`src/rtl/core_mgmt_axi_master.sv`:
```
// core_mgmt_axi_master: per-core AXI-lite master.
// It turns one single-beat CPU register request (valid/ready, we, addr, wdata,
// wstrb) into one AXI-lite write or read. Only one transaction is in flight at
// a time. The result is returned as a one-cycle resp_valid pulse with rdata/err.
//
// Optional build macro CORE_MGMT_TIMEOUT_EN adds a watchdog. The watchdog
// abandons a transaction after TIMEOUT_CYCLES busy cycles and reports resp_err.
// Without the macro, the block waits indefinitely for the slave.
//
// Handshake semantics (all channels): a transfer happens on the rising clk edge
// where valid && ready are both high. A valid, once raised, stays high and keeps
// its payload stable until that edge, and it drops in the following cycle.
// Every AXI output is a flop, so no AXI input reaches an AXI output
// combinationally.
module core_mgmt_axi_master #(
    parameter int ADDR_W         = 32,
    parameter int DATA_W         = 32,
    parameter int TIMEOUT_CYCLES = 256
) (
    input  logic                clk,
    input  logic                rst,
    // core request / response
    input  logic                req_valid,
    output logic                req_ready,
    input  logic                req_we,
    input  logic [ADDR_W-1:0]   req_addr,
    input  logic [DATA_W-1:0]   req_wdata,
    input  logic [DATA_W/8-1:0] req_wstrb,
    output logic                resp_valid,
    output logic [DATA_W-1:0]   resp_rdata,
    output logic                resp_err,
    // AXI-lite write address / data / response
    output logic                awvalid,
    input  logic                awready,
    output logic [ADDR_W-1:0]   awaddr,
    output logic                wvalid,
    input  logic                wready,
    output logic [DATA_W-1:0]   wdata,
    output logic [DATA_W/8-1:0] wstrb,
    input  logic                bvalid,
    output logic                bready,
    input  logic [1:0]          bresp,
    // AXI-lite read address / data
    output logic                arvalid,
    input  logic                arready,
    output logic [ADDR_W-1:0]   araddr,
    input  logic                rvalid,
    output logic                rready,
    input  logic [DATA_W-1:0]   rdata,
    input  logic [1:0]          rresp,
    // debug: current FSM state
    output logic [2:0]          dbg_state_o
);

    typedef enum logic [2:0] {
        S_IDLE    = 3'd0,
        S_WR      = 3'd1,
        S_WR_RESP = 3'd2,
        S_RD_ADDR = 3'd3,
        S_RD_DATA = 3'd4,
        S_RESP    = 3'd5
    } state_t;

    state_t              state_q;
    logic                awvalid_q, wvalid_q, bready_q, arvalid_q, rready_q;
    logic                aw_done_q, w_done_q;
    logic                aw_done_d, w_done_d;
    logic [ADDR_W-1:0]   addr_q;
    logic [DATA_W-1:0]   wdata_q;
    logic [DATA_W/8-1:0] wstrb_q;
    logic [DATA_W-1:0]   rdata_q;
    logic                resp_valid_q, resp_err_q;

    logic aw_hs, w_hs, b_hs, ar_hs, r_hs;
    logic tmo_hit;

    // Only the error bit of each response code matters here.
    logic unused_resp_lsb;
    assign unused_resp_lsb = bresp[0] ^ rresp[0];

    assign aw_hs = awvalid_q && awready;
    assign w_hs  = wvalid_q  && wready;
    assign b_hs  = bready_q  && bvalid;
    assign ar_hs = arvalid_q && arready;
    assign r_hs  = rready_q  && rvalid;

    // A channel counts as done once it has handshaked, either earlier or in
    // this cycle.
    assign aw_done_d = aw_done_q || aw_hs;
    assign w_done_d  = w_done_q  || w_hs;

    assign req_ready   = (state_q == S_IDLE) && !rst;
    assign resp_valid  = resp_valid_q;
    assign resp_rdata  = rdata_q;
    assign resp_err    = resp_err_q;
    assign awvalid     = awvalid_q;
    assign awaddr      = addr_q;
    assign wvalid      = wvalid_q;
    assign wdata       = wdata_q;
    assign wstrb       = wstrb_q;
    assign bready      = bready_q;
    assign arvalid     = arvalid_q;
    assign araddr      = addr_q;
    assign rready      = rready_q;
    assign dbg_state_o = state_q;

`ifdef CORE_MGMT_TIMEOUT_EN
    localparam int CNT_W = $clog2(TIMEOUT_CYCLES + 1);

    logic [CNT_W-1:0] tmo_cnt_q;
    logic             busy;
    logic             finishing;

    assign busy      = state_q inside {S_WR, S_WR_RESP, S_RD_ADDR, S_RD_DATA};
    // A final handshake in the last allowed cycle still completes normally.
    assign finishing = (state_q == S_WR_RESP && b_hs) || (state_q == S_RD_DATA && r_hs);
    assign tmo_hit   = busy && !finishing && (tmo_cnt_q == CNT_W'(TIMEOUT_CYCLES - 1));

    // Watchdog: count busy cycles; idle and response cycles clear it.
    always_ff @(posedge clk) begin
        if (rst || !busy) begin
            tmo_cnt_q <= '0;
        end else begin
            tmo_cnt_q <= tmo_cnt_q + CNT_W'(1);
        end
    end
`else
    logic [31:0] unused_timeout_cycles;
    assign unused_timeout_cycles = TIMEOUT_CYCLES;
    assign tmo_hit = 1'b0;
`endif

    // Transaction FSM with registered AXI and response outputs.
    always_ff @(posedge clk) begin
        if (rst) begin
            state_q      <= S_IDLE;
            awvalid_q    <= 1'b0;
            wvalid_q     <= 1'b0;
            bready_q     <= 1'b0;
            arvalid_q    <= 1'b0;
            rready_q     <= 1'b0;
            aw_done_q    <= 1'b0;
            w_done_q     <= 1'b0;
            addr_q       <= '0;
            wdata_q      <= '0;
            wstrb_q      <= '0;
            rdata_q      <= '0;
            resp_valid_q <= 1'b0;
            resp_err_q   <= 1'b0;
        end else begin
            resp_valid_q <= 1'b0;
            case (state_q)
                S_IDLE: begin
                    if (req_valid) begin
                        addr_q  <= req_addr;
                        wdata_q <= req_wdata;
                        wstrb_q <= req_wstrb;
                        if (req_we) begin
                            awvalid_q <= 1'b1;
                            wvalid_q  <= 1'b1;
                            aw_done_q <= 1'b0;
                            w_done_q  <= 1'b0;
                            state_q   <= S_WR;
                        end else begin
                            arvalid_q <= 1'b1;
                            state_q   <= S_RD_ADDR;
                        end
                    end
                end
                S_WR: begin
                    if (aw_hs) awvalid_q <= 1'b0;
                    if (w_hs)  wvalid_q  <= 1'b0;
                    aw_done_q <= aw_done_d;
                    w_done_q  <= w_done_d;
                    if (aw_done_d && w_done_d) begin
                        bready_q <= 1'b1;
                        state_q  <= S_WR_RESP;
                    end
                end
                S_WR_RESP: begin
                    if (b_hs) begin
                        bready_q     <= 1'b0;
                        resp_err_q   <= bresp[1];
                        rdata_q      <= '0;
                        resp_valid_q <= 1'b1;
                        state_q      <= S_RESP;
                    end
                end
                S_RD_ADDR: begin
                    if (ar_hs) begin
                        arvalid_q <= 1'b0;
                        rready_q  <= 1'b1;
                        state_q   <= S_RD_DATA;
                    end
                end
                S_RD_DATA: begin
                    if (r_hs) begin
                        rready_q     <= 1'b0;
                        rdata_q      <= rdata;
                        resp_err_q   <= rresp[1];
                        resp_valid_q <= 1'b1;
                        state_q      <= S_RESP;
                    end
                end
                S_RESP: begin
                    state_q <= S_IDLE;
                end
                default: begin
                    state_q <= S_IDLE;
                end
            endcase

            // Watchdog expiry overrides whatever the busy state was doing.
            if (tmo_hit) begin
                awvalid_q    <= 1'b0;
                wvalid_q     <= 1'b0;
                bready_q     <= 1'b0;
                arvalid_q    <= 1'b0;
                rready_q     <= 1'b0;
                aw_done_q    <= 1'b0;
                w_done_q     <= 1'b0;
                rdata_q      <= '0;
                resp_err_q   <= 1'b1;
                resp_valid_q <= 1'b1;
                state_q      <= S_RESP;
            end
        end
    end

endmodule

```
`config.mk`:
```
export PLATFORM = sky130hd
export DESIGN_NAME = core_mgmt_axi_master
export DESIGN_NICKNAME = d
export VERILOG_FILES = /design/src/rtl/core_mgmt_axi_master.sv
export SDC_FILE = /design/constraint.sdc
export NUM_CORES = 1
export LEC_CHECK = 0
export ABC_AREA = 1
export CAP_MARGIN = 10
export CORE_MARGIN = 10
export CORE_UTILIZATION = 25
export CTS_BUF_LIST = sky130_fd_sc_hd__clkbuf_16
export CTS_CLUSTER_SIZE = 30
export DETAILED_ROUTE_END_ITERATION = 10
export GPL_TIMING_DRIVEN = 0
export HOLD_SLACK_MARGIN = 0.1
export RECOVER_POWER = 100
export SLEW_MARGIN = 20
export SYNTH_ARGS = -nofsm -noshare
export SYNTH_HDL_FRONTEND = slang
export SYNTH_SLANG_ARGS = --single-unit
export TNS_END_PERCENT = 5
```
`constraint.sdc`:
```
create_clock -name clk -period 1.55 [get_ports clk]
set_clock_uncertainty 0.1 [all_clocks]
set_input_delay 0.31 -clock clk [delete_from_list [all_inputs] [get_ports clk]]
set_output_delay 0.31 -clock clk [all_outputs]
set_load 0.01 [all_outputs]
```
==> results.md <==
- Routed met3 length: 1890 µm
- Final setup violation count: 0
- Fill count: 1783
- Worst setup EP type: primary output
- Most common cell after layout, fill and taps aside: nor2_1
- Comb pwr share: 45.2%
- Post-detailed-route wirelength per cell: 15.6 µm
- Drc violations: 0
- Die Y: 152 µm
- Met1 wire length: 6900 µm
- Clock power share: 21.2%
- Synth Warn #: 0
- Initial antenna violation count: 0
- Hold-fix buffers, CTS: 0
- Design Area, Final: 7560 µm²
- Max Used Layer: met4
- Num ports: 256
- Clock buffer depth: 2
- Largest net degree at the start of global routing: 19
- Synth Register Bits: 112
- Maximum VDD drop: 0.000867 V
- Worst setup startpoint: dbg_state_o[0]
- H-tree depth: 3
- Critical path peak fanout: 8
- WHS: 0.346 ns
- WL final: 16600 µm
- Die area: 23000 µm²
- Vias in the first global route: 4408
- Post-Syn Instances: 565
- Slew HR: 69.8%
- CP startpoint kind: register
- Critical path class: register to primary output
- Post-DP HPWL: 12800 µm
- CP required: 1.14 ns
- Final-report hold violation count: 0
- Nets: 950
- RSZ-0062 raised after global routing: yes
- Worst-path clk slew: 0.08 ns
- Post-Synth Simple-Gate Area: 23.9%
- CTS tree: built
- Seq/Total Area, Yosys: 51.7%
- Most frequent cells in the layout: 133 x nor2_1, 110 x dlygate4sd2_1, 109 x clkdlybuf4s50_1
- Sequential group share of total power: 33.5%
- Worst Hold Class: input port to register
- Worst-Skew Late Latency: 0.35 ns
- Multiplexer area fraction after synthesis: 0%
- Status: complete, no violations
- Max cap viols: 0
- Slowest Stage Delay on Critical Path: 0.33 ns
- Core area: 17200 µm²
- Pint: 7.49 mW
- Fin crit share: 99.4%
- Drt first pass iters: 4
- Gr ovfl total: 0
- Placed inst area: 7150 µm²
- Pwr Density: 1560 nW/µm²
- Post-Synth Adder-Cell Area: 0%
- Via Count: 4546
- Starting Density: 25.3%
- Gr usage total: 13.6%
- Initial DRC count: 209
- First-pass GRT wire length: 24500 µm
- Post-Synth XOR/XNOR Area: 0%
- Area growth syn-to-layout: 74.1%
- Mapped Avg Cell Area: 7.68 µm²
- Sw frac: 36.5%
- Max-slew violation count: 0
- Mapped Area: 4340 µm²
- Root Buffer: clkbuf_16
- Std cell rows: 48
- Actual slew at the worst max-slew pin: 0.454 ns
- Clock sink count: 112
- CP top delay family: flip-flops
- Antenna-violating nets left: 0
- Synthesized Nets: 678
- Final GP Congestion: 0.782
- NetSw: 4.31 mW
- CTS buffer count: 9
- # port buffers: 253
- Compound-Gate Fraction of Synth Area: 13.2%
- Die X: 152 µm
- CP max-delay cell: dfxtp_2
- Metal2 WL: 7630 µm
- Main combinational cell family by area after synthesis: simple AND/OR/NAND/NOR gates
- Fin crit period: 1.54 ns
- Antenna diodes: 0
- Layout cells sized above 1: 17.3%
- DR vias/cell: 4.26
- HP Start: rst
- Unique cell type count in the Yosys netlist: 22
- Max Clk Rate: 649 MHz
- RR Startpoint: dbg_state_o[0]
- Worst Path Arrival: 1.13 ns
- CP Cell Sequence: buf_8 -> inv_6 -> nand2_4 -> nor2_4 -> buf_6
- Leak pwr: 3.58 nW
- CP bufs+invs: 3
-- layout make-up --
| cell class | instances | area (µm²) | area share, % |
|---|---|---|---|
| repair buffers | 262 | 2380 | 31.5 |
| flip-flops and latches | 112 | 2250 | 29.8 |
| multi-input cells | 376 | 1740 | 23.0 |
| clock buffers | 9 | 225 | 2.98 |
| well taps | 225 | 282 | 3.73 |
| inverters | 11 | 48.8 | 0.646 |
| clock inverters | 7 | 95.1 | 1.26 |
| plain buffers | 65 | 536 | 7.09 |
-- through the flow --
step | worst slack [ns] | std cells | power (mW) | setup TNS (ns) | util, %
finish | 0.00875 | 1067 | 11.8 | 0 | 44.0
global placement | -1.14 | 1043 | 9.28 | -53.57 | 41.7
floorplan | 0.0320 | 565 | 6.55 | 0 | -
CTS | -0.215 | 1065 | 11.7 | -0.976 | 43.4
global route | -0.0743 | 1067 | 12.7 | -0.797 | 44.0
detailed placement | -1.16 | 1043 | 9.29 | -54.87 | 41.7
-- routing by layer --
| layer | global-route usage (%) | vias up |
|---|---|---|
| li1 | - | 2324 |
| met5 | 0 | - |
| met1 | 15.6 | 2047 |
| met2 | 21.9 | 162 |
| met4 | 3.05 | 0 |
| met3 | 7.40 | 13 |
-- flip-flops by register name, summed over array words and instances, names as in the netlist --
register	flops
wstrb	4
bready	1
dbg_state_o	3
wdata	32
resp_rdata	32
resp_valid	1
w_done_q	1
awvalid	1
resp_err	1
wvalid	1
arvalid	1
aw_done_q	1
araddr	32
rready	1
-- path summary, 6_finish.rpt --
path | endpoint | slack [ns] | cells after the start
setup / recovery | req_ready | 0.009 | 5
hold / removal | resp_rdata[24] | 0.35 | 4
setup reg to reg | wdata[0] | 0.02 | 10
hold reg to reg | aw_done_q | 0.35 | 2
-- logic make-up (layout without fill, tap and decap cells) --
| family | count (synthesis) | in the layout |
|---|---|---|
| and+or+nand+nor | 262 | 262 |
| AOI/OAI and AO/OA | 114 | 114 |
| buffers and inverters | 77 | 354 |
| DFF | 112 | 112 |
-- power by group through the flow --
stage	clock, mW	sequential (mW)	combinational, mW
global route	2.74	4.05	5.87
floorplan	0	4.22	2.33
finish	2.51	3.96	5.34
detailed placement	0	3.98	5.30
global placement	0	3.97	5.31
CTS	2.61	3.94	5.18
-- repair_timing --
action | in CTS | in global routing
setup buffers | 6 | 3
gates resized for setup | 200 | 65
setup endpoints to repair | 250 | 104
pin swaps | 2 | 6
cloned | 0 | 0
-- tightest hold or removal path, cell delays in order --
cell and delay, ns:
dlymetal6s2s_1 0.11, clkbuf_8 0.14, buf_6 0.14, a21oi_1 0.05
-- cell usage after synthesis --
cell type  instances  area [µm²]
a211oi_1           1        7.51
a21oi_1           40         200
a31oi_1            1        6.26
buf_1              1        3.75
buf_2              7        35.0
buf_4             34         255
buf_6              8        90.1
clkbuf_1          15        56.3
clkbuf_2           1        5.00
dfxtp_1          112        2240
inv_1              9        33.8
inv_2              2        7.51
nand2_1           93         349
nand2_2            1        6.26
nand3_1            7        35.0
nand3_2            2        20.0
nand4_1            3        18.8
nor2_1           151         567
nor2_2             3        18.8
nor2_4             2        22.5
o21ai_0           66         330
o21ai_1            6        30.0
Note: power is estimated with default switching activity, not from simulation.
